`config.mk`:
```
export PLATFORM = sky130hd
export DESIGN_NAME = connect4_draw_ctrl_flat
export DESIGN_NICKNAME = d
export VERILOG_FILES = /design/src/rtl/connect4_draw_pkg.sv /design/src/rtl/connect4_draw_ctrl_if.sv /design/src/rtl/connect4_draw_ctrl_blit_align.sv /design/src/rtl/connect4_draw_ctrl.sv /design/src/flat_wrapper.sv
export SDC_FILE = /design/constraint.sdc
export NUM_CORES = 1
export LEC_CHECK = 0
export CAP_MARGIN = 40
export CORE_MARGIN = 1.5
export CORE_UTILIZATION = 50
export DETAILED_ROUTE_END_ITERATION = 6
export GPL_ROUTABILITY_DRIVEN = 0
export PLACE_DENSITY = 0.85
export SYNTH_ARGS = -nofsm -noshare
export SYNTH_HDL_FRONTEND = slang
export SYNTH_HIERARCHICAL = 1
export SYNTH_SLANG_ARGS = --single-unit
```
`constraint.sdc`:
```
create_clock -name clk -period 7.7 [get_ports clk]
set_clock_uncertainty 0.2 [all_clocks]
set_input_delay 0.77 -clock clk [delete_from_list [all_inputs] [get_ports clk]]
set_output_delay 0.77 -clock clk [all_outputs]
set_load 0.005 [all_outputs]
```
`src/rtl/connect4_draw_pkg.sv`:
```
// rtl/connect4_draw_pkg.sv - shared states, board geometry and clamp helper for the sprite sequencer
package connect4_draw_pkg;

  typedef enum logic [2:0] {IDLE, ERASE, DRAW, FLUSH, DONE} state_e;

  localparam int X0         = 37;
  localparam int Y0         = 89;
  localparam int PITCH      = 13;
  localparam int CURSOR_Y   = 11;
  localparam int MAX_COL    = 6;
  localparam int MAX_ROW    = 5;
  localparam int SPRITE_DIM = 8;

  function automatic logic [2:0] clamp3(input logic [2:0] v, input int lim);
    return (int'(v) > lim) ? 3'(lim) : v;
  endfunction

endpackage

```
`src/rtl/connect4_draw_ctrl_if.sv`:
```
// rtl/connect4_draw_ctrl_if.sv - request, sprite-memory and VGA adapter signals of the draw controller
interface connect4_draw_ctrl_if;
  logic       req_place;
  logic [2:0] place_col;
  logic [2:0] place_row;
  logic       place_p2;
  logic       req_cursor;
  logic [2:0] cursor_col;
  logic       cursor_p2;
  logic [2:0] q_p1;
  logic [2:0] q_p2;
  logic [5:0] mem_addr;
  logic [7:0] vga_x;
  logic [6:0] vga_y;
  logic [2:0] vga_colour;
  logic       vga_plot;
  logic       ack_place;
  logic       ack_cursor;
  logic       busy;
  logic       done;

  modport master (
    output req_place, place_col, place_row, place_p2,
    output req_cursor, cursor_col, cursor_p2, q_p1, q_p2,
    input  mem_addr, vga_x, vga_y, vga_colour, vga_plot,
    input  ack_place, ack_cursor, busy, done
  );

  modport slave (
    input  req_place, place_col, place_row, place_p2,
    input  req_cursor, cursor_col, cursor_p2, q_p1, q_p2,
    output mem_addr, vga_x, vga_y, vga_colour, vga_plot,
    output ack_place, ack_cursor, busy, done
  );
endinterface

```
`src/rtl/connect4_draw_ctrl_blit_align.sv`:
```
// rtl/connect4_draw_ctrl_blit_align.sv - delays pixel position by the sprite memory latency and picks the colour
module blit_align (
  input  logic       clk,
  input  logic       rst,
  input  logic       plot_in,
  input  logic       erase_in,
  input  logic       sel_in,
  input  logic [7:0] x_in,
  input  logic [6:0] y_in,
  input  logic [2:0] q_p1,
  input  logic [2:0] q_p2,
  output logic       vga_plot,
  output logic [7:0] vga_x,
  output logic [6:0] vga_y,
  output logic [2:0] vga_colour
);
  logic       plot_q, plot_d;
  logic       erase_q, erase_d;
  logic       sel_q, sel_d;
  logic [7:0] x_q, x_d;
  logic [6:0] y_q, y_d;

  always_comb begin
    plot_d  = plot_in;
    erase_d = erase_in;
    sel_d   = sel_in;
    x_d     = x_in;
    y_d     = y_in;
  end

  always_ff @(posedge clk) begin
    if (rst) begin
      plot_q  <= 1'b0;
      erase_q <= 1'b0;
      sel_q   <= 1'b0;
      x_q     <= '0;
      y_q     <= '0;
    end else begin
      plot_q  <= plot_d;
      erase_q <= erase_d;
      sel_q   <= sel_d;
      x_q     <= x_d;
      y_q     <= y_d;
    end
  end

  // memory data arrives now for the address registered alongside x_q/y_q
  assign vga_colour = (plot_q && !erase_q) ? (sel_q ? q_p2 : q_p1) : 3'b000;
  assign vga_plot   = plot_q;
  assign vga_x      = x_q;
  assign vga_y      = y_q;
endmodule

```
`src/rtl/connect4_draw_ctrl.sv`:
```
// rtl/connect4_draw_ctrl.sv - arbitrates place/cursor requests and sequences 8x8 sprite blits to the VGA adapter
module connect4_draw_ctrl #(
  parameter int X0       = connect4_draw_pkg::X0,
  parameter int Y0       = connect4_draw_pkg::Y0,
  parameter int PITCH    = connect4_draw_pkg::PITCH,
  parameter int CURSOR_Y = connect4_draw_pkg::CURSOR_Y
) (
  input  logic                clk,
  input  logic                rst,
  connect4_draw_ctrl_if.slave bus
);
  import connect4_draw_pkg::*;

  state_e     state_q, state_d;
  logic [5:0] k_q, k_d;
  logic [7:0] base_x_q, base_x_d;
  logic [6:0] base_y_q, base_y_d;
  logic [7:0] old_x_q, old_x_d;
  logic       sel_q, sel_d;
  logic       job_cursor_q, job_cursor_d;
  logic       cursor_valid_q, cursor_valid_d;
  logic       ack_place_q, ack_place_d;
  logic       ack_cursor_q, ack_cursor_d;

  logic [2:0] place_col_c, place_row_c, cursor_col_c;
  logic       last_k;
  logic       plot_in, erase_in;
  logic [7:0] x_in;
  logic [6:0] y_in;

  assign place_col_c  = clamp3(bus.place_col, MAX_COL);
  assign place_row_c  = clamp3(bus.place_row, MAX_ROW);
  assign cursor_col_c = clamp3(bus.cursor_col, MAX_COL);
  assign last_k       = (k_q == 6'(SPRITE_DIM * SPRITE_DIM - 1));

  always_comb begin
    state_d        = state_q;
    k_d            = k_q;
    base_x_d       = base_x_q;
    base_y_d       = base_y_q;
    old_x_d        = old_x_q;
    sel_d          = sel_q;
    job_cursor_d   = job_cursor_q;
    cursor_valid_d = cursor_valid_q;
    ack_place_d    = 1'b0;
    ack_cursor_d   = 1'b0;
    case (state_q)
      IDLE: begin
        k_d = '0;
        if (bus.req_place) begin
          base_x_d     = 8'(X0 + PITCH * int'(place_col_c));
          base_y_d     = 7'(Y0 - PITCH * int'(place_row_c));
          sel_d        = bus.place_p2;
          job_cursor_d = 1'b0;
          ack_place_d  = 1'b1;
          state_d      = DRAW;
        end else if (bus.req_cursor) begin
          base_x_d     = 8'(X0 + PITCH * int'(cursor_col_c));
          base_y_d     = 7'(CURSOR_Y);
          sel_d        = bus.cursor_p2;
          job_cursor_d = 1'b1;
          ack_cursor_d = 1'b1;
          state_d      = cursor_valid_q ? ERASE : DRAW;
        end
      end
      // k wraps to 0 on the last pixel, so DRAW starts without a bubble
      ERASE: begin
        k_d = k_q + 6'd1;
        if (last_k) state_d = DRAW;
      end
      DRAW: begin
        k_d = k_q + 6'd1;
        if (last_k) state_d = FLUSH;
      end
      FLUSH: state_d = DONE;
      DONE: begin
        if (job_cursor_q) begin
          old_x_d        = base_x_q;
          cursor_valid_d = 1'b1;
        end
        state_d = IDLE;
      end
      default: state_d = IDLE;
    endcase
  end

  always_ff @(posedge clk) begin
    if (rst) begin
      state_q        <= IDLE;
      k_q            <= '0;
      base_x_q       <= '0;
      base_y_q       <= '0;
      old_x_q        <= '0;
      sel_q          <= 1'b0;
      job_cursor_q   <= 1'b0;
      cursor_valid_q <= 1'b0;
      ack_place_q    <= 1'b0;
      ack_cursor_q   <= 1'b0;
    end else begin
      state_q        <= state_d;
      k_q            <= k_d;
      base_x_q       <= base_x_d;
      base_y_q       <= base_y_d;
      old_x_q        <= old_x_d;
      sel_q          <= sel_d;
      job_cursor_q   <= job_cursor_d;
      cursor_valid_q <= cursor_valid_d;
      ack_place_q    <= ack_place_d;
      ack_cursor_q   <= ack_cursor_d;
    end
  end

  assign plot_in  = (state_q == ERASE) || (state_q == DRAW);
  assign erase_in = (state_q == ERASE);
  assign x_in     = (erase_in ? old_x_q : base_x_q) + {5'd0, k_q[2:0]};
  assign y_in     = (erase_in ? 7'(CURSOR_Y) : base_y_q) + {4'd0, k_q[5:3]};

  assign bus.mem_addr   = k_q;
  assign bus.busy       = (state_q != IDLE);
  assign bus.done       = (state_q == DONE);
  assign bus.ack_place  = ack_place_q;
  assign bus.ack_cursor = ack_cursor_q;

  blit_align u_align (
    .clk        (clk),
    .rst        (rst),
    .plot_in    (plot_in),
    .erase_in   (erase_in),
    .sel_in     (sel_q),
    .x_in       (x_in),
    .y_in       (y_in),
    .q_p1       (bus.q_p1),
    .q_p2       (bus.q_p2),
    .vga_plot   (bus.vga_plot),
    .vga_x      (bus.vga_x),
    .vga_y      (bus.vga_y),
    .vga_colour (bus.vga_colour)
  );
endmodule

```
`src/flat_wrapper.sv`:
```
// flat-port wrapper written by rule: the top's interface ports become plain ports
module connect4_draw_ctrl_flat import connect4_draw_pkg::*;
#(
  parameter int X0       = connect4_draw_pkg::X0,
  parameter int Y0       = connect4_draw_pkg::Y0,
  parameter int PITCH    = connect4_draw_pkg::PITCH,
  parameter int CURSOR_Y = connect4_draw_pkg::CURSOR_Y
)
  (clk, rst, bus_req_place, bus_place_col, bus_place_row, bus_place_p2, bus_req_cursor, bus_cursor_col, bus_cursor_p2, bus_q_p1, bus_q_p2, bus_mem_addr, bus_vga_x, bus_vga_y, bus_vga_colour, bus_vga_plot, bus_ack_place, bus_ack_cursor, bus_busy, bus_done);
  connect4_draw_ctrl_if bus_i ();
  input  logic clk;
  input  logic rst;
  input wire logic [$bits(bus_i.req_place)-1:0] bus_req_place;
  input wire logic [$bits(bus_i.place_col)-1:0] bus_place_col;
  input wire logic [$bits(bus_i.place_row)-1:0] bus_place_row;
  input wire logic [$bits(bus_i.place_p2)-1:0] bus_place_p2;
  input wire logic [$bits(bus_i.req_cursor)-1:0] bus_req_cursor;
  input wire logic [$bits(bus_i.cursor_col)-1:0] bus_cursor_col;
  input wire logic [$bits(bus_i.cursor_p2)-1:0] bus_cursor_p2;
  input wire logic [$bits(bus_i.q_p1)-1:0] bus_q_p1;
  input wire logic [$bits(bus_i.q_p2)-1:0] bus_q_p2;
  output wire logic [$bits(bus_i.mem_addr)-1:0] bus_mem_addr;
  output wire logic [$bits(bus_i.vga_x)-1:0] bus_vga_x;
  output wire logic [$bits(bus_i.vga_y)-1:0] bus_vga_y;
  output wire logic [$bits(bus_i.vga_colour)-1:0] bus_vga_colour;
  output wire logic [$bits(bus_i.vga_plot)-1:0] bus_vga_plot;
  output wire logic [$bits(bus_i.ack_place)-1:0] bus_ack_place;
  output wire logic [$bits(bus_i.ack_cursor)-1:0] bus_ack_cursor;
  output wire logic [$bits(bus_i.busy)-1:0] bus_busy;
  output wire logic [$bits(bus_i.done)-1:0] bus_done;
  assign bus_i.req_place = bus_req_place;
  assign bus_i.place_col = bus_place_col;
  assign bus_i.place_row = bus_place_row;
  assign bus_i.place_p2 = bus_place_p2;
  assign bus_i.req_cursor = bus_req_cursor;
  assign bus_i.cursor_col = bus_cursor_col;
  assign bus_i.cursor_p2 = bus_cursor_p2;
  assign bus_i.q_p1 = bus_q_p1;
  assign bus_i.q_p2 = bus_q_p2;
  assign bus_mem_addr = bus_i.mem_addr;
  assign bus_vga_x = bus_i.vga_x;
  assign bus_vga_y = bus_i.vga_y;
  assign bus_vga_colour = bus_i.vga_colour;
  assign bus_vga_plot = bus_i.vga_plot;
  assign bus_ack_place = bus_i.ack_place;
  assign bus_ack_cursor = bus_i.ack_cursor;
  assign bus_busy = bus_i.busy;
  assign bus_done = bus_i.done;
  connect4_draw_ctrl #(.X0(X0), .Y0(Y0), .PITCH(PITCH), .CURSOR_Y(CURSOR_Y)) u_core (.clk(clk), .rst(rst), .bus(bus_i));
endmodule
```
## Word level (Yosys, flattened, before mapping)

Index checks and enable logic that the tools add are counted.

| word-level totals | value |
|---|---|
| flip-flop bits (word level) | 55 |
| bits of input ports | 21 |
| word-level logic and storage cells | 73 |

| cells by class | value |
|---|---|
| add/subtract/negate cells | 6 |
| multipliers | 3 |
| $lt $le $gt $ge | 3 |
| equality and inequality tests | 8 |
| multiplexer cells | 24 |
| bitwise gates (word level) | 1 |
| reductions and logical operators | 13 |

Operators with widths:

| operator | number |
|---|---|
| $mux W3 | 9 |
| $mux W8 | 3 |
| $mul A4 B3 Y7 const A | 3 |
| $mux W7 | 3 |
| $add A7 B8 Y8 const A | 2 |
| $pmux W3 S4 | 1 |
| $pmux W6 S2 | 1 |
| $gt A3 B3 Y1 const B | 3 |
| $add A8 B3 Y8 | 1 |
| $add A7 B3 Y7 | 1 |
| $sub A7 B7 Y7 const A | 1 |
| $add A6 B1 Y6 const B | 1 |
| $eq A3 B2 Y1 const B | 2 |
| $eq A6 B6 Y1 const B | 1 |
| $mux W1 | 6 |
| $ne A2 B1 Y1 const B | 2 |
| $reduce_and A2 Y1 | 2 |
| $reduce_bool A2 Y1 | 2 |
| $reduce_or A2 Y1 | 2 |
| $eq A3 B1 Y1 const B | 1 |
| $eq A3 B3 Y1 const B | 1 |
| $logic_not A3 Y1 | 1 |
| $ne A3 B3 Y1 const B | 1 |
| $reduce_and A3 Y1 | 1 |
| other kinds (7) | 7 |

## Depth between registers and ports, before layout

| logic depth | value |
|---|---|
| word-level depth | 6 |
| gate-level depth with buffers | 15 |
| gate-level depth less buffers | 12 |

## By module

The synthesis kept the hierarchy.

Modules (own cells, without submodules):

| module | times used | cells an instance | area an instance (µm²) | sequential area each (µm²) |
|---|---|---|---|---|
| connect4_draw_ctrl | 1 | 333 | 2723.9 | 740.7 |
| blit_align | 1 | 44 | 536.8 | 360.3 |

## Least setup slack after synthesis

Ideal clock, no wire load.

| timing | value |
|---|---|
| kind | input to register |
| start point | input bus_place_col[1] |
| end point | register u_core.base_x_q[6] |
| library setup time | 103 ps |
| data arrival time | 2944 ps |
| data required time | 7397 ps |
| slack | 4453 ps |
| cell stages on the path | 9 |
| buffers on the path | 0 |
| cell sequence | ha_1 -> or2_2 -> ha_1 -> ha_1 -> ha_1 -> a31oi_1 -> a22oi_1 -> xnor2_1 -> a2111oi_2 |

| between the ends | value |
|---|---|
| word-level cells in the longest chain between the ends | 5 |

RTL lines:

| item | RTL line | text |
|---|---|---|
| from (decl) | flat_wrapper.sv:14 | `input wire logic [$bits(bus_i.place_col)-1:0] bus_place_col;` |
| $gt A3 B3 Y1 | connect4_draw_pkg.sv:15 | `return (int'(v) > lim) ? 3'(lim) : v;` |
| $mux W3 * | connect4_draw_pkg.sv:15 |  |
| $mul A4 B3 Y7 * | connect4_draw_ctrl.sv:51 | `base_x_d = 8'(X0 + PITCH * int'(place_col_c));` |
| $add A7 B8 Y8 * | connect4_draw_ctrl.sv:51 |  |
| $mux W8 * | connect4_draw_ctrl.sv:50 | `if (bus.req_place) begin` |
| to (signal assigned) | connect4_draw_ctrl.sv:102 | `base_x_q <= base_x_d;` |
| to (decl) | connect4_draw_ctrl.sv:16 | `logic [7:0] base_x_q, base_x_d;` |

Mark *: on every way between the ends. The rest lies on a longest branch, timed or not.
A chain may end at the register's enable or synchronous reset.

## Worst setup path in the final report

Ends and elaborated chain as after synthesis.

==> results.md <==
* Outcome: complete, no violations
* Rel. slew slack at 50.9%
* Final Hold Slack at 0.261 ns
* Num CTS Buffers at 5
* CP top delay family: adder cells
* # diodes at 0
* Cell with the largest stage delay on the worst path: clkdlybuf4s50_1
* Cells after synthesis at 377
* CP max FO at 3
* Initial Util at about half
* DR iter-0 viols at between 150 and 200
* Layout Nets at 474
* Syn nets at 433
* RSZ-0062 raised after global routing: false
* Post-CTS Setup Bufs at 0
* CP required at approximately 7.7 ns
* Hold-critical path depth at 2
* CP endpoint kind: flip-flop
* Leak at 1.67 nW
* Layout area overhead at 19.1%
* Share of layout cells above drive strength 1 at 5.49%
* Non-filler cells in the finished layout at 496
* Top Ports at 50
* Most frequent cells in the layout: dfxtp_1 (55), clkdlybuf4s50_1 (48), nand2_1 (39)
* Logic pwr share at 40.9%
* Die area at 7010 um^2
* Die width at 83.8 um
* DRC errors left at 0
* FF-to-FF End: u_core/u_align/vga_x[6]
* DR pass1 iterations at 4
* DR vias/cell at 5.56
* First-pass GRT wire length at 11800 um
* Post-DP Area at 3760 um^2
* # setup viols final at 0
* Placed Cells at 488
* Reg2reg setup slack at 4.60 ns
* Hold Buf Count CTS at 0
* Final instance area at 3880 um^2
* Hold Crit Class: flip-flop to flip-flop
* Critical Path Most Common Cell: ha_1
* Core Box Area at 6310 um^2
* Synth warn at 6
* Mapped Avg Cell Area at 8.65 um^2
* RR Startpoint: u_core/state_q[0]
* Final routed wire length divided by cell count at 14.0 um
* Final hold violation count at 0
* Internal Power at 649 uW
* Synth Register Bits at 55
* Sequential-to-total area share from yosys stat at about a third
* Initial antenna violation count at 0
* Num rows at 29
* Die Y at 83.8 um
* Most used DFF post-synth: dfxtp_1
* Total Power at 1.01 mW
* Psw at 356 uW
* Fin crit share at 46.1%
* Filler cells at 554
* Kind of critical path: input port to flip-flop
* Vias in the first global route at 2711
* Clock power share at between 10% and 20%
* Largest net degree at the start of global routing at 32
* Grt ovf at 0
* Min Tclk post-route at about 3.5 ns
* Asr flop ratio synth at 0%
* Buf+Inv Stages, Crit Path at 1
* Max-capacitance violation count at 0
* Fin. max-slew vios at 0
* Cell variety after synth at 53
* EDFF count, synth at 0
* Worst r2r path cells at 12
* Most common cell after layout, fill and taps aside: dfxtp_1
* Worst skew pair latency at about 0.31 ns
* Worst Max-Slew Pin Slew at 0.736 ns
* Setup TNS at 0 ns
* Detailed Place HPWL at 5330 um
* DRT antenna net count at 0
* CTS tree: built
* Hold path startpoint: u_core/old_x_q[1]
* Mapped Area at 3260 um^2
* Critical path's largest stage delay at 0.44 ns
* Startpoint types: input port
* Htree depth at 2
* P per Cell Area at about 260 nW/um^2
* PortBufs at 49
* Crit path DAT at ~3.6 ns
* Post_cts resized at 0
* CP cell instances: clkdlybuf4s50_1 -> ha_1 -> or2_2 -> ha_1 -> ha_1 -> ha_1 -> a31oi_1 -> a22oi_1 -> xnor2_1 -> a2111oi_2
* Clk buf depth at 2
* Flop pwr share at 39.3%
* Peak Freq at around 280 MHz
* Routed Wire Length at 6940 um
* Clock-pin slew on the worst setup and hold paths at 0.09 ns
* Peak supply drop at 160 uV
* CTS Root Cell: clkbuf_8
* # clock sinks at between 50 and 60
* GRT Resource Usage Total at 20.2%
* Via Count at 2758
* Sw Share at a little over a third
* Hold Crit Endpoint: u_core/old_x_q[1]
-- power groups by stage --
| stage | registers [mW] | clock network, mW | logic (mW) |
|---|---|---|---|
| floorplan | 0.383 | 0 | 0.301 |
| global placement | 0.397 | 0 | 0.391 |
| detailed placement | 0.400 | 0 | 0.409 |
| CTS | 0.394 | 0.201 | 0.412 |
| global route | 0.403 | 0.211 | 0.458 |
| finish | 0.395 | 0.198 | 0.411 |
-- cells by family after synthesis --
group	share of synthesized area, %
AO/OA/AOI/OAI	15.7
XOR/XNOR	4.30
multiplexers	3.68
AND/OR/NAND/NOR	22.0
adder cells (fa/ha/maj)	14.4
flip-flops	33.8
buffers and inverters	6.25
-- metrics by stage --
| step | utilization, % | setup WS, ns |
|---|---|---|
| after floorplan | - | 4.45 |
| after global placement | 59.2 | 3.92 |
| after detailed placement | 59.6 | 3.84 |
| after CTS | 61.5 | 4.15 |
| after global routing | 61.5 | 3.92 |
| final | 61.5 | 4.15 |
-- layer usage --
metal | vias to the layer above | track usage (%) | wire length, um
met4 | 0 | 7.15 | 127
met2 | 70 | 37.4 | 3610
met1 | 1293 | 23.6 | 2910
met5 | - | 0 | 0
li1 | 1382 | - | -
met3 | 13 | 2.67 | 291
-- synthesized netlist by cell type, drive strengths merged (6+ instances only) --
library cell / number / area, um^2
a211oi: 10 / 85.1
a21o: 6 / 45.0
a21oi: 24 / 120
and2b: 7 / 52.6
buf: 8 / 75.1
clkbuf: 8 / 30.0
dfxtp: 55 / 1100
ha: 31 / 388
inv: 25 / 98.8
mux2i: 12 / 120
nand2: 39 / 146
nand3: 13 / 70.1
nor2: 38 / 153
nor2b: 13 / 81.3
nor3: 8 / 45.0
o21ai: 8 / 40.0
xnor2: 11 / 96.3
-- layout make-up --
| type | count | area (um^2) | area share [%] |
|---|---|---|---|
| flip-flops and latches | 55 | 1100 | 28.4 |
| clock inverters | 2 | 35.0 | 0.902 |
| multi-input cells | 281 | 1960 | 50.4 |
| inverters | 25 | 98.8 | 2.55 |
| well taps | 77 | 96.3 | 2.48 |
| repair buffers | 50 | 513 | 13.2 |
| clock buffers | 6 | 82.6 | 2.13 |
-- flip-flops by register name, summed over array words and instances (netlist names), 3 cells and up --
signal / count
u_core/base_x_q: 8
u_core/base_y_q: 7
u_core/bus.mem_addr: 6
u_core/old_x_q: 8
u_core/state_q: 3
u_core/u_align/vga_x: 8
u_core/u_align/vga_y: 7
-- worst reg2reg max path: stages (launching register included) --
cell and delay [ns]:
dfxtp_1 0.51, or3b_1 0.71, inv_6 0.22, nand2_1 0.07, nand2_1 0.06, ha_1 0.16, inv_1 0.05, fa_1 0.40
inv_1 0.09, a21oi_1 0.10, a211oi_2 0.19, xnor2_1 0.09, nor2b_1 0.13
-- how the worst max path moves through the flow --
stage                     startpoint                 end  slack (ns)  depth (start not counted)
floorplan           bus_place_col[1]  u_core/base_x_q[6]        4.45                          9
global placement    bus_place_col[1]  u_core/base_x_q[6]        3.92                         10
detailed placement  bus_place_col[2]  u_core/base_x_q[6]        3.84                         10
CTS                 bus_place_col[2]  u_core/base_x_q[6]        4.15                         10
global route        bus_place_col[1]  u_core/base_x_q[6]        3.92                         10
finish              bus_place_col[1]  u_core/base_x_q[6]        4.15                         10
No activity file was read; power rests on OpenSTA's default activity.
